`src/rtl/obs_pkg.sv`:
```
// rtl/obs_pkg.sv - shared constants, types and operand selection for the OBS split scheduler
//
// Purpose:
//   Common definitions for the 26-bit OBS multiplier front end.
//   N : operand width (even)
//   H : half-operand width, N/2
//   P : sub-product width, 2*H-1
//   state_t : scheduler states IDLE, ISSUE, WAIT, DONE
//   slot_t  : index of the sub-product currently scheduled
//
// Configuration macro:
//   OBS_KARATSUBA_EN - when defined, three sub-products are issued
//                      (Ae*Be, Ao*Bo, (Ae^Ao)*(Be^Bo)) instead of four.

package obs_pkg;

  localparam int N = 26;
  localparam int H = N / 2;
  localparam int P = 2 * H - 1;

  typedef enum logic [1:0] {
    IDLE  = 2'd0,
    ISSUE = 2'd1,
    WAIT  = 2'd2,
    DONE  = 2'd3
  } state_t;

  typedef logic [1:0] slot_t;

`ifdef OBS_KARATSUBA_EN
  localparam slot_t LAST_K = 2'd2;
`else
  localparam slot_t LAST_K = 2'd3;
`endif

  // Sub-operand pair for schedule step k, packed as {a, b}.
  function automatic logic [2*H-1:0] sel_operands(
    input slot_t        k,
    input logic [H-1:0] ae,
    input logic [H-1:0] ao,
    input logic [H-1:0] be,
    input logic [H-1:0] bo
  );
    logic [2*H-1:0] r;
    r = '0;
`ifdef OBS_KARATSUBA_EN
    case (k)
      2'd0:    r = {ae, be};
      2'd1:    r = {ao, bo};
      2'd2:    r = {ae ^ ao, be ^ bo};
      default: r = '0;
    endcase
`else
    case (k)
      2'd0:    r = {ae, be};
      2'd1:    r = {ae, bo};
      2'd2:    r = {ao, be};
      default: r = {ao, bo};
    endcase
`endif
    return r;
  endfunction

endpackage

```
`src/rtl/obs_deinterleave.sv`:
```
// rtl/obs_deinterleave.sv - even/odd coefficient split of one GF(2) polynomial operand
//
// Purpose:
//   Purely combinational. Coefficient 2i of the operand goes to even[i],
//   coefficient 2i+1 goes to odd[i]. Instantiated once per operand.
//
// Ports:
//   op   in  [W-1:0]   operand, bit i is the coefficient of x^i
//   even out [W/2-1:0] even-indexed coefficients
//   odd  out [W/2-1:0] odd-indexed coefficients

module obs_deinterleave
  import obs_pkg::*;
#(
  parameter int W = N
) (
  input  logic [W-1:0]   op,
  output logic [W/2-1:0] even,
  output logic [W/2-1:0] odd
);

  for (genvar i = 0; i < W / 2; i++) begin : g_split
    assign even[i] = op[2*i];
    assign odd[i]  = op[2*i+1];
  end

endmodule

```
`src/rtl/obs_split_scheduler_26bit.sv`:
```
// rtl/obs_split_scheduler_26bit.sv - operand split and serial sub-product scheduler for the 26-bit OBS level
//
// Purpose:
//   Accepts two 26-bit GF(2) operands, splits each into 13-bit even/odd
//   halves and runs the sub-products one at a time through a shared 13x13
//   sub-multiplier. The captured 25-bit partial products are presented as
//   the bundle out_in1..out_in4 for the overlap stage.
//
// Ports:
//   clk, rst_n         clock, asynchronous active-low reset
//   in_valid/in_ready  operand pair handshake, in_a/in_b operands
//   sm_req_valid/ready sub-multiply request, sm_a/sm_b sub-operands
//   sm_rsp_valid       one-cycle sub-product pulse, sm_rsp sub-product
//   out_valid/ready    bundle handshake, out_in1..out_in4 partial products
//
// Configuration macro:
//   OBS_KARATSUBA_EN - three-product schedule; out_in2 carries the whole
//                      middle term and out_in3 is forced to zero.

module obs_split_scheduler_26bit
  import obs_pkg::*;
(
  input  logic         clk,
  input  logic         rst_n,

  input  logic         in_valid,
  output logic         in_ready,
  input  logic [N-1:0] in_a,
  input  logic [N-1:0] in_b,

  output logic         sm_req_valid,
  input  logic         sm_req_ready,
  output logic [H-1:0] sm_a,
  output logic [H-1:0] sm_b,
  input  logic         sm_rsp_valid,
  input  logic [P-1:0] sm_rsp,

  output logic         out_valid,
  input  logic         out_ready,
  output logic [P-1:0] out_in1,
  output logic [P-1:0] out_in2,
  output logic [P-1:0] out_in3,
  output logic [P-1:0] out_in4
);

  state_t       state;
  slot_t        k;
  slot_t        k_next;

  logic [H-1:0] ae, ao, be, bo;
  logic [H-1:0] a_even, a_odd, b_even, b_odd;

  obs_deinterleave #(.W(N)) u_split_a (
    .op   (in_a),
    .even (a_even),
    .odd  (a_odd)
  );

  obs_deinterleave #(.W(N)) u_split_b (
    .op   (in_b),
    .even (b_even),
    .odd  (b_odd)
  );

  assign in_ready = (state == IDLE);
  assign k_next   = k + 2'd1;

  always_ff @(posedge clk or negedge rst_n) begin
    if (!rst_n) begin
      state        <= IDLE;
      k            <= '0;
      ae           <= '0;
      ao           <= '0;
      be           <= '0;
      bo           <= '0;
      sm_req_valid <= 1'b0;
      sm_a         <= '0;
      sm_b         <= '0;
      out_valid    <= 1'b0;
      out_in1      <= '0;
      out_in2      <= '0;
      out_in3      <= '0;
      out_in4      <= '0;
    end else begin
      case (state)
        IDLE: begin
          if (in_valid) begin
            ae           <= a_even;
            ao           <= a_odd;
            be           <= b_even;
            bo           <= b_odd;
            k            <= '0;
            // The first request uses the fresh halves since the latches
            // only take effect after this edge.
            {sm_a, sm_b} <= sel_operands(2'd0, a_even, a_odd, b_even, b_odd);
            sm_req_valid <= 1'b1;
            state        <= ISSUE;
          end
        end

        ISSUE: begin
          if (sm_req_ready) begin
            sm_req_valid <= 1'b0;
            state        <= WAIT;
          end
        end

        WAIT: begin
          if (sm_rsp_valid) begin
`ifdef OBS_KARATSUBA_EN
            case (k)
              2'd0: out_in1 <= sm_rsp;
              2'd1: out_in4 <= sm_rsp;
              default: begin
                // Middle term recovered as M ^ Ae*Be ^ Ao*Bo; slot 3 unused.
                out_in2 <= sm_rsp ^ out_in1 ^ out_in4;
                out_in3 <= '0;
              end
            endcase
`else
            case (k)
              2'd0:    out_in1 <= sm_rsp;
              2'd1:    out_in2 <= sm_rsp;
              2'd2:    out_in3 <= sm_rsp;
              default: out_in4 <= sm_rsp;
            endcase
`endif
            if (k == LAST_K) begin
              out_valid <= 1'b1;
              state     <= DONE;
            end else begin
              k            <= k_next;
              {sm_a, sm_b} <= sel_operands(k_next, ae, ao, be, bo);
              sm_req_valid <= 1'b1;
              state        <= ISSUE;
            end
          end
        end

        DONE: begin
          if (out_ready) begin
            out_valid <= 1'b0;
            state     <= IDLE;
          end
        end

        default: state <= IDLE;
      endcase
    end
  end

endmodule

```
`config.mk`:
```
export PLATFORM = sky130hd
export DESIGN_NAME = obs_split_scheduler_26bit
export DESIGN_NICKNAME = d
export VERILOG_FILES = /design/src/rtl/obs_pkg.sv /design/src/rtl/obs_deinterleave.sv /design/src/rtl/obs_split_scheduler_26bit.sv
export SDC_FILE = /design/constraint.sdc
export NUM_CORES = 1
export LEC_CHECK = 0
export ABC_AREA = 1
export CAP_MARGIN = 10
export CORE_MARGIN = 2
export CORE_UTILIZATION = 53
export CTS_CLUSTER_SIZE = 25
export DETAILED_ROUTE_END_ITERATION = 12
export PLACE_DENSITY = 0.86
export SETUP_SLACK_MARGIN = 0.05
export SLEW_MARGIN = 20
export SYNTH_ARGS = -nofsm -noshare
export SYNTH_HDL_FRONTEND = slang
export SYNTH_SLANG_ARGS = --single-unit
```
`constraint.sdc`:
```
create_clock -name clk -period 3.6 [get_ports clk]
set_clock_uncertainty 0.1 [all_clocks]
set_input_delay 0.72 -clock clk [delete_from_list [all_inputs] [get_ports clk]]
set_output_delay 0.72 -clock clk [all_outputs]
set_load 0.02 [all_outputs]
```
# Word level (Yosys, flattened, before mapping)
# Cells that the tools add are included.
# totals
elab_cells,74
inputBits,83
reg_bits,184
# op_classes
reduce_logical,16
n_mux,28
n_eq_ne,14
addsub,1
n_bitwise,1
# op_table
op,n
two-way mux 13 bit,6
one-hot mux 26 bit (3 select lines),1
one-hot mux 13 bit (2 select lines),2
two-way mux 2 bit,8
"inequality test 2 bit, second input constant",6
AND reduction 3 bit,4
AND reduction 4 bit,3
"equality test 2 bit, second input constant",5
one-hot mux 2 bit (4 select lines),1
two-way mux 1 bit,7
"equality test 2 x 1 -> 1 bit, second input constant",3
logical NOT 2 bit,3
AND reduction 5 bit,1
one-hot mux 2 bit (2 select lines),1
nonzero test 2 bit,2
one-hot mux 1 bit (3 select lines),1
nonzero test 3 bit,1
OR reduction 3 bit,1
"adder 2 x 1 -> 2 bit, second input constant",1
one-hot mux 1 bit (2 select lines),1
AND reduction 2 bit,1
NOT 1 bit,1

# Depth between registers and ports, before layout
# Gate-level depths: netlist of the first run.
# depth
ltp_word,6
mapped_depth,12
mapped_depth_nobuf,10

# By module
# From an unflattened synthesis of the first run, not the netlist that was laid out.
# hier_totals
hier_cells,945
area_unflattened_um2,8465.6
# modules_own_cells
mod,seq_area_each_um2,instances,cells_per_inst,area_each_um2
obs_split_scheduler_26bit,4604.4,1,893,8075.2
obs_deinterleave,0.0,2,26,195.2

# Least setup slack after synthesis of the first run
# No wires, ideal clock.
# synth_timing
path_type,register -> register
startpoint,register k[0]
endpoint,register sm_a[0]
stages_incl_launch_ff,13
arrival_time_ps,1817
path_buffers,2
setup_time_ps,65
setup_slack_ps,1618
synth_period_minus_slack_ps,1982
cell_sequence,dfrtp_1 > inv_2 > clkbuf_1 > ha_1 > inv_1 > nand2_1 > buf_2 > nand2_1 > nand2_1 > nand2_1 > nand2_1 > nand2_1 > nand2_1
# synth_between
elab_chain_len,6
elab_cells_between_ends,11
cone_classes,add/sub (1); eq/ne (4); mux (4); reduce/logical (2)
# synth_rtl
item,line,rtl
"start, declared",obs_split_scheduler_26bit.sv:47,slot_t k;
"start signal, assigned",obs_split_scheduler_26bit.sv:132,k <= k_next;
adder 2 x 1 -> 2 bit,obs_split_scheduler_26bit.sv:66,assign k_next = k + 2'd1;
"equality test 2 bit, or another cell as far along",obs_pkg.sv:54,case (k)
one-hot mux 26 bit (3 select lines),obs_pkg.sv:54,
two-way mux 13 bit,obs_split_scheduler_26bit.sv:128,if (k == LAST_K) begin
two-way mux 13 bit,obs_split_scheduler_26bit.sv:109,if (sm_rsp_valid) begin
one-hot mux 13 bit (2 select lines),obs_split_scheduler_26bit.sv:85,case (state)
"end signal, assigned",obs_split_scheduler_26bit.sv:95,"{sm_a, sm_b} <= sel_operands(2'd0, a_even, a_odd, b_even, b_odd);"
"end signal, assigned",obs_split_scheduler_26bit.sv:133,"{sm_a, sm_b} <= sel_operands(k_next, ae, ao, be, bo);"
"end, declared",obs_split_scheduler_26bit.sv:33,"output logic [H-1:0] sm_a,"
# Parallel ways exist; a longest one is shown, timed or not. The select of a mux whose other input is x is not followed.
# A chain may end at the register's enable or synchronous reset.

# Final worst setup path of the first run
# layout_timing
startpoint,register state[0]
endpoint,output port in_ready
# layout_between
elab_chain_len,1
# layout_rtl
item,line,rtl
"start, declared",obs_split_scheduler_26bit.sv:46,state_t state;
"start signal, assigned",obs_split_scheduler_26bit.sv:70,state <= IDLE;
"start signal, assigned",obs_split_scheduler_26bit.sv:97,state <= ISSUE;
"start signal, assigned",obs_split_scheduler_26bit.sv:104,state <= WAIT;
logical NOT 2 bit,obs_split_scheduler_26bit.sv:65,assign in_ready = (state == IDLE);
"end, declared",obs_split_scheduler_26bit.sv:27,"output logic in_ready,"
# No other way between the ends.

==> flow_summary.yaml, run 1 <==
grt:
  antenna_found_initial: 0
  grt_overflow: 0
  grt_usage_pct: 25.6
  grt_max_degree: 102
  grt_pass1_vias: 6380
  grt_pass1_wl_mm: 32.7
setup_path:
  start_kind: "register"
  crit_path_max_incr_delay_ns: 0.66
  cp_num_buf_inv: 1
  cpLargestDelayFamily: "buffers and inverters"
  crit_end: "in_ready"
  critPathSlowestCell: "clkdlybuf4s50_1"
  reg2reg_from: "k[0]"
  crit_path_start: "state[0]"
  crit_chain: "nor2_2 > clkdlybuf4s50_1"
  crit_path_max_fanout: 10
  cp_data_required_time_ns: 2.78
  endpoint_kind: "output port"
  critPathKind: "reg2out"
  crit_cells: 2
  reg2reg_slack_ns: 1.08
  reg2reg_depth: 11
  worst_ep_arrival_time_ns: 1.88
  r2r_end: "sm_a[7]"
yosys:
  synth_seq_area_share_pct: 57.0
  synth_warnings: 0
  avgSynthCellArea_um2: 9.04
  synthesis.nets: 982
  synth_seq_cells: 184
  synth.distinct_cells: 26
  synthCells: 893
  syn_area_mm2: 0.00808
detailed_routing:
  vias_per_cell: 5.26
  ant_nets: 0
  vias: 6744
  drt_iter0_drc: 517
  routed_wl_mm: 20.0
  dr.pass1.iters: 5
  drc_errors: 0
  wire_per_inst_um: 15.6
status:
  status: "finished, final reports clean"
floorplan:
  core_area_mm2: 0.0150
  die_w_um: 127
  fp.dieArea_mm2: 0.0162
  initial_utilization_pct: 53.7
  ios: 212
  fp.dieH_um: 127
  row_count: 45
power:
  p_switching_uw: 3600
  p_leak_uw: 0.00530
  seqPwrFrac_pct: 36.4
  power_density_mw_per_mm2: 857
  power_uw: 9130
  p_int_uw: 5530
  swShare_pct: 39.4
  ir_drop_uv: 436
  comb_power_share_pct: 43.3
  p_clk_share_pct: 20.3
timing:
  finalSetupTns_ns: 0
  min_period_ns: 2.70
  setup_viol: 0
  finalMaxSlewViolations: 0
  finalCritPeriodShare_pct: 75.0
  rsz0062_at_grt: "no"
  slew_headroom_pct: 45.7
  tightest_slew_ns: 0.812
  hold_viol_final: 0
  fmaxAchievable_mhz: 370
  whs_ns: 0.104
placement:
  place_area_mm2: 0.0101
  hpwl_mm: 13.2
  placedCellCount: 1249
  place.gp.congestion: 0.812
  port_buffers: 211
clock_tree:
  clk_pin_slew_ns: 0.07
  clockBufferDepth: 2
  cts_made_buffers: 17
  cts_num_sinks: 184
  root_buffer: "clkbuf_16"
  clkLatencyLatePin_ns: 0.42
  tritoncts: "built"
  postCtsResizedCells: 0
  htreeDepth: 4
  ctsHoldBuffers: 0
  post_cts_buffers: 0
cells_and_area:
  mostFrequentLayoutCell: "nand2_1"
  syn2layout_area_growth_pct: 31.9
  antenna_cells: 0
  fin_nets: 1169
  fin_area_mm2: 0.0107
  n_fill_cell: 1104
  layout-drive-gt1-share_pct: 9.15
  stdcell_count: 1281
  final_cell_mix: "nand2_1, clkdlybuf4s50_1, dfrtp_1"
flow_run:
  maxCapViolCount: 0
min_path:
  hp-class: "in2async"
## registers in the layout (all words and copies together) (netlist names)
| register | cells |
|---|---|
| out_in3 | 25 |
| out_in4 | 25 |
| k | 2 |
| bo | 13 |
| sm_req_valid | 1 |
| ao | 13 |
| out_in1 | 25 |
| be | 13 |
| ae | 13 |
| state | 2 |
| out_valid | 1 |
| sm_b | 13 |
| out_in2 | 25 |
| sm_a | 13 |
## per-stage QoR
| stage | setup WS (ns) | utilization [%] |
|---|---|---|
| final | 0.901 | 70.9 |
| after global routing | 0.831 | 70.9 |
| after CTS | 0.877 | 70.9 |
| after detailed placement | 0.913 | 67.0 |
| after global placement | 0.998 | 67.0 |
| after floorplan | 1.62 | - |
## cells in the mapped netlist
library cell / n / area [um^2]
buf_2: 14 / 70.1
inv_2: 2 / 7.51
buf_4: 6 / 45.0
nor2_2: 1 / 6.26
nor2_1: 39 / 146
a31oi_1: 1 / 6.26
nand3b_1: 1 / 7.51
nand2_2: 3 / 18.8
o21ai_1: 58 / 290
clkbuf_1: 3 / 11.3
o211ai_1: 13 / 97.6
o21ai_0: 5 / 25.0
o21ai_2: 44 / 385
nand3_2: 1 / 10.0
nor2_8: 1 / 20.0
nand2_4: 6 / 67.6
a21oi_1: 27 / 135
buf_1: 1 / 3.75
nand3_1: 28 / 140
o21ba_2: 1 / 10.0
dfrtp_1: 184 / 4600
ha_1: 6 / 75.1
buf_6: 26 / 293
inv_1: 61 / 229
nand2_1: 359 / 1350
nor2_4: 2 / 22.5
## per-layer routing
layer	share of wire, %	global-route usage [%]
met1	41	33.3
met2	49	42.6
met3	7.8	5.65
met4	2.1	8.86
met5	0	0
## power groups by stage
stage	clock network (uW)	logic (uW)	registers, uW
after CTS	1870	3970	3320
after detailed placement	0	3920	3340
after global routing	1980	4330	3410
after global placement	0	3800	3310
final	1850	3950	3330
after floorplan	0	1850	3880
## worst min path at each step
stage / startpoint / end / slack [ns] / cells after the start
detailed placement: be[12] / be[12] / 0.36 / 2
finish: rst_n / out_in2[10] / 0.10 / 1
floorplan: rst_n / ae[0] / 0.32 / 0
global placement: be[7] / be[7] / 0.35 / 2
CTS: rst_n / out_in2[10] / 0.11 / 1
global route: rst_n / out_in2[10] / 0.12 / 1
## cell families (layout without fill, tap and decap cells)
kind of cell	after synthesis	count (layout)	share of synthesized area, %
buf+inv	113	313	8.17
flops	184	184	57.0
fa+ha+maj	6	6	0.930
simple gates	441	441	22.1
compound gates	149	149	11.8
## cell type report
class / count / area, um^2 / share of cell area (%)
clock inverter: 13 / 145 / 1.36
sequential: 184 / 4600 / 43.2
clock buffer: 19 / 443 / 4.16
multi-input combinational: 596 / 2810 / 26.4
timing repair buffer: 218 / 2180 / 20.4
inverter: 63 / 236 / 2.22
tap: 188 / 235 / 2.21
Note: power is estimated with default switching activity, not from simulation.
==> inputs of run 2 (changes only) <==
--- a/config.mk
+++ b/config.mk
@@ -8,10 +8,10 @@
 export ABC_AREA = 1
 export CAP_MARGIN = 10
 export CORE_MARGIN = 2
-export CORE_UTILIZATION = 53
+export CORE_UTILIZATION = 49
 export CTS_CLUSTER_SIZE = 25
 export DETAILED_ROUTE_END_ITERATION = 12
-export PLACE_DENSITY = 0.86
+export PLACE_DENSITY = 0.8
 export SETUP_SLACK_MARGIN = 0.05
 export SLEW_MARGIN = 20
 export SYNTH_ARGS = -nofsm -noshare
==> constraint.sdc (replaced) <==
create_clock -name clk -period 2.68 [get_ports clk]
set_clock_uncertainty 0.1 [all_clocks]
set_input_delay 0.536 -clock clk [delete_from_list [all_inputs] [get_ports clk]]
set_output_delay 0.536 -clock clk [all_outputs]
set_load 0.02 [all_outputs]
==> run 2 against run 1 <==
Compared with the run above:
- clock power grew 32%
- first-iteration DRC count shrank 7.0%
- via count shrank 2.6%
- utilization shrank 3.7 points
- sequential power grew 33%
- final cell count grew 2.6%
- cell area grew 0.89%
- largest power group unchanged
==> flow_summary.yaml, run 2 (synthesis results as in run 1) <==
detailed_routing:
  routed_wl_mm: 19.9
  drt_iter0_drc: 481
  vias: 6568
  wire_per_inst_um: 15.2
  ant_nets: 0
  vias_per_cell: 5.00
  drc_errors: 0
  dr.pass1.iters: 7
grt:
  grt_overflow: 0
  antenna_found_initial: 0
  grt_max_degree: 79
  grt_usage_pct: 23.6
  grt_pass1_vias: 6440
  grt_pass1_wl_mm: 33.1
min_path:
  hp-class: "reg2reg"
floorplan:
  ios: 212
  die_w_um: 132
  fp.dieArea_mm2: 0.0175
  core_area_mm2: 0.0160
  row_count: 46
  fp.dieH_um: 132
  initial_utilization_pct: 50.5
power:
  seqPwrFrac_pct: 36.3
  p_switching_uw: 4720
  swShare_pct: 38.5
  power_density_mw_per_mm2: 1140
  ir_drop_uv: 795
  p_clk_share_pct: 20.0
  comb_power_share_pct: 43.7
  p_int_uw: 7530
  p_leak_uw: 0.00533
clock_tree:
  clk_pin_slew_ns: 0.06
  clockBufferDepth: 2
  cts_num_sinks: 184
  root_buffer: "clkbuf_16"
  cts_made_buffers: 17
  htreeDepth: 4
  tritoncts: "built"
  clkLatencyLatePin_ns: 0.43
  post_cts_buffers: 0
timing:
  finalMaxSlewViolations: 0
  finalSetupTns_ns: 0
  fmaxAchievable_mhz: 398
  hold_viol_final: 0
  tightest_slew_ns: 0.770
  whs_ns: 0.373
  min_period_ns: 2.51
  finalCritPeriodShare_pct: 93.8
  setup_viol: 0
  slew_headroom_pct: 48.7
  rsz0062_at_grt: "no"
cells_and_area:
  syn2layout_area_growth_pct: 33.1
  stdcell_count: 1314
  layout-drive-gt1-share_pct: 9.20
  antenna_cells: 0
  fin_util_pct: 67.2
  final_cell_mix: "nand2_1, clkdlybuf4s50_1, dfrtp_1"
  fin_nets: 1175
  mostFrequentLayoutCell: "nand2_1"
flow_run:
  maxCapViolCount: 0
setup_path:
  cp_data_required_time_ns: 2.04
  worst_ep_arrival_time_ns: 1.88
  reg2reg_slack_ns: 0.40
  crit_chain: "nor2_2 > clkdlybuf4s50_1"
  cp_num_buf_inv: 1
  crit_path_max_fanout: 10
  crit_path_max_incr_delay_ns: 0.65
  critPathSlowestCell: "clkdlybuf4s50_1"
  critPathKind: "reg2out"
  cpLargestDelayFamily: "buffers and inverters"
  endpoint_kind: "output port"
  start_kind: "register"
status:
  status: "finished, final reports clean"
placement:
  place.gp.congestion: 0.822
  placedCellCount: 1282
  port_buffers: 211
  hpwl_mm: 13.7
run 2: cell types whose count changed in the layout (fill, tap and decap cells not counted), sizes merged:
cell         previous run  this run
clkinv                  5         3
clkbuf                 19        24
buf                     8        13
clkinvlp                3         2
inv                    66        63
dlygate4sd3             0         1
run 2: what timing repair did:
action,CTS,global route
hold buffers,1,0
hold endpoints to repair,43,0
gates resized for setup,0,0
setup endpoints to repair,0,0
run 2: worst register-to-register path, delay by kind of cell (launching register included):
family | cells | cell delay [ns]
flops | 1 | 0.51
buf+inv | 1 | 0.35
simple gates | 3 | 1.11
compound gates | 1 | 0.07
run 2: layer usage:
metal	GRT usage (%)	part of all wire, %	vias to the layer above
met5	0	0	-
met4	7.17	1.5	0
met3	5.19	7.6	23
met2	38.5	48	249
met1	31.6	43	3094
li1	-	-	3202
run 2: worst paths after layout:
check | end | from | cells past startpoint
max in group asynchronous | out_in4[5] | rst_n | 3
min in group asynchronous | out_in1[10] | rst_n | 2
min | ao[1] | ao[1] | 2
max | in_ready | state[0] | 2
min reg2reg | ao[1] | ao[1] | 2
max reg2reg | bo[5] | state[0] | 5
run 2: power groups by stage:
stage                     Combinational, uW  Clock (uW)  Sequential [uW]
after detailed placement               5370           0             4480
after CTS                              5410        2490             4440
final                                  5350        2450             4440
after global routing                   5880        2600             4580
after floorplan                        2480           0             5210
after global placement                 5210           0             4440
run 2: layout make-up:
type	count	area (um^2)
well taps	216	270
clock buffers	24	482
fillers	1312	5250
clock inverters	7	93.8
repair buffers	224	2250
multi-input cells	596	2810
inverters	63	236
flip-flops and latches	184	4600
run 2: per-stage QoR:
stage | cell area (um^2) | total power [uW] | setup slack (ns)
after global placement | 10200 | 9660 | 0.456
after floorplan | 8080 | 7690 | 0.698
after global routing | 10700 | 13100 | 0.0907
after CTS | 10700 | 12300 | 0.140
after detailed placement | 10200 | 9840 | 0.381
final | 10700 | 12200 | 0.166
==> inputs of run 3 (changes only) <==
--- a/config.mk
+++ b/config.mk
@@ -7,10 +7,12 @@
 export LEC_CHECK = 0
 export ABC_AREA = 1
 export CAP_MARGIN = 10
+export CORE_ASPECT_RATIO = 1.25
 export CORE_MARGIN = 2
 export CORE_UTILIZATION = 49
 export CTS_CLUSTER_SIZE = 25
 export DETAILED_ROUTE_END_ITERATION = 12
+export HOLD_SLACK_MARGIN = 0.05
 export PLACE_DENSITY = 0.8
 export SETUP_SLACK_MARGIN = 0.05
 export SLEW_MARGIN = 20
==> run 3 against run 2 <==
Compared with the run above:
- worst setup slack improved by 0.019 ns
- sequential cell count unchanged
- largest power group unchanged
- clock power is 8.2% higher
- cell area increased by 0.85%
- global-route usage shrank 0.99 points
- total power rose by 1.7%
- critical path depth unchanged
==> flow_summary.yaml, run 3 (synthesis results as in run 1) <==
power:
  p_leak_uw: 0.00538
  ir_drop_uv: 573
  power_density_mw_per_mm2: 1150
grt:
  grt_pass1_vias: 6366
  grt_pass1_wl_mm: 31.8
  grt_overflow: 0
  grt_max_degree: 63
  antenna_found_initial: 0
  grt_usage_pct: 22.6
placement:
  place.gp.congestion: 0.795
  hpwl_mm: 13.1
  port_buffers: 211
  place_area_mm2: 0.0102
  dp_worst_setup_slack_ns: 0.387
timing:
  whs_ns: 0.373
  worst_slack_ns: 0.185
  finalMaxSlewViolations: 0
  min_period_ns: 2.49
  fmaxAchievable_mhz: 401
  rsz0062_at_grt: "no"
  hold_viol_final: 0
  finalCritPeriodShare_pct: 93.1
  setup_viol: 0
  slew_headroom_pct: 58.9
  finalSetupTns_ns: 0
  tightest_slew_ns: 0.616
clock_tree:
  post_cts_buffers: 0
  clkLatencyLatePin_ns: 0.42
  clockBufferDepth: 2
  tritoncts: "built"
  postCtsResizedCells: 0
  root_buffer: "clkbuf_16"
  clk_pin_slew_ns: 0.06
  cts_num_sinks: 184
  cts_made_buffers: 17
  htreeDepth: 4
  ctsHoldBuffers: 1
setup_path:
  worst_ep_arrival_time_ns: 1.86
  crit_chain: "nor2_2 > clkdlybuf4s50_1"
  reg2reg_depth: 6
  cp_data_required_time_ns: 2.04
  endpoint_kind: "output port"
  start_kind: "register"
  critPathKind: "reg2out"
  crit_path_max_incr_delay_ns: 0.65
  crit_path_max_fanout: 10
  critPathSlowestCell: "clkdlybuf4s50_1"
detailed_routing:
  wire_per_inst_um: 14.5
  top_layer: "met4"
  drt_iter0_drc: 411
  ant_nets: 0
  dr.pass1.iters: 4
  vias: 6501
  routed_wl_mm: 19.1
  wl_met3_mm: 1.14
  vias_per_cell: 4.94
  route.met2.wl_mm: 9.47
  wl_met1_mm: 8.15
  drc_errors: 0
cells_and_area:
  fin_nets: 1177
  final_cell_mix: "nand2_1, clkdlybuf4s50_1, dfrtp_1"
  fin_area_mm2: 0.0108
  antenna_cells: 0
  n_fill_cell: 1315
  layout-drive-gt1-share_pct: 9.72
  syn2layout_area_growth_pct: 34.2
  mostFrequentLayoutCell: "nand2_1"
floorplan:
  initial_utilization_pct: 50.0
  core_area_mm2: 0.0161
  fp.dieH_um: 148
  die_w_um: 119
  row_count: 52
  ios: 212
  fp.dieArea_mm2: 0.0175
min_path:
  hp-class: "reg2reg"
  holdPathStages: 2
status:
  status: "finished, final reports clean"
flow_run:
  maxCapViolCount: 0
## run 3: cell type report
| cell class | count | area, um^2 | share of cell area (%) |
|---|---|---|---|
| Tap cell | 216 | 270 | 2.49 |
| Clock buffer | 18 | 429 | 3.96 |
| Clock inverter | 14 | 195 | 1.80 |
| Multi-Input combinational cell | 596 | 2810 | 25.9 |
| Inverter | 63 | 236 | 2.18 |
| Timing Repair Buffer | 226 | 2290 | 21.2 |
| Sequential cell | 184 | 4600 | 42.5 |
## run 3: power breakdown
part | internal (uW) | leakage [uW] | switching [uW]
clock | 1570 | 0.000305 | 1080
combinational | 2280 | 0.00273 | 3090
sequential | 3860 | 0.00234 | 581
## run 3: worst max-delay path, delay by kind of cell (launching register included)
kind / cells / cell delay (ns)
DFF: 1 / 0.50
and+or+nand+nor: 1 / 0.28
buffers and inverters: 1 / 0.65
## run 3: through the flow
stage / power (uW) / cells / util [%]
floorplan: 7690 / 893 / -
global placement: 9710 / 1284 / 63.3
detailed placement: 9860 / 1284 / 63.3
CTS: 12600 / 1317 / 67.2
global route: 13300 / 1317 / 67.2
finish: 12500 / 1317 / 67.2
## run 3: worst paths after layout
| kind | endpoint | startpoint | slack, ns |
|---|---|---|---|
| setup / recovery | in_ready | state[0] | 0.19 |
| hold / removal | be[11] | be[11] | 0.37 |
| setup reg to reg | bo[3] | state[0] | 0.60 |
| hold reg to reg | be[11] | be[11] | 0.37 |
| max in group asynchronous | out_in4[16] | rst_n | 1.25 |
| min in group asynchronous | ao[4] | rst_n | 0.55 |
## run 3: layer usage
layer  vias to the layer above  global-route usage (%)
met5                         -                       0
met1                      3051                    29.4
met3                        27                    5.13
met4                         0                    7.26
li1                       3200                       -
met2                       223                    37.6
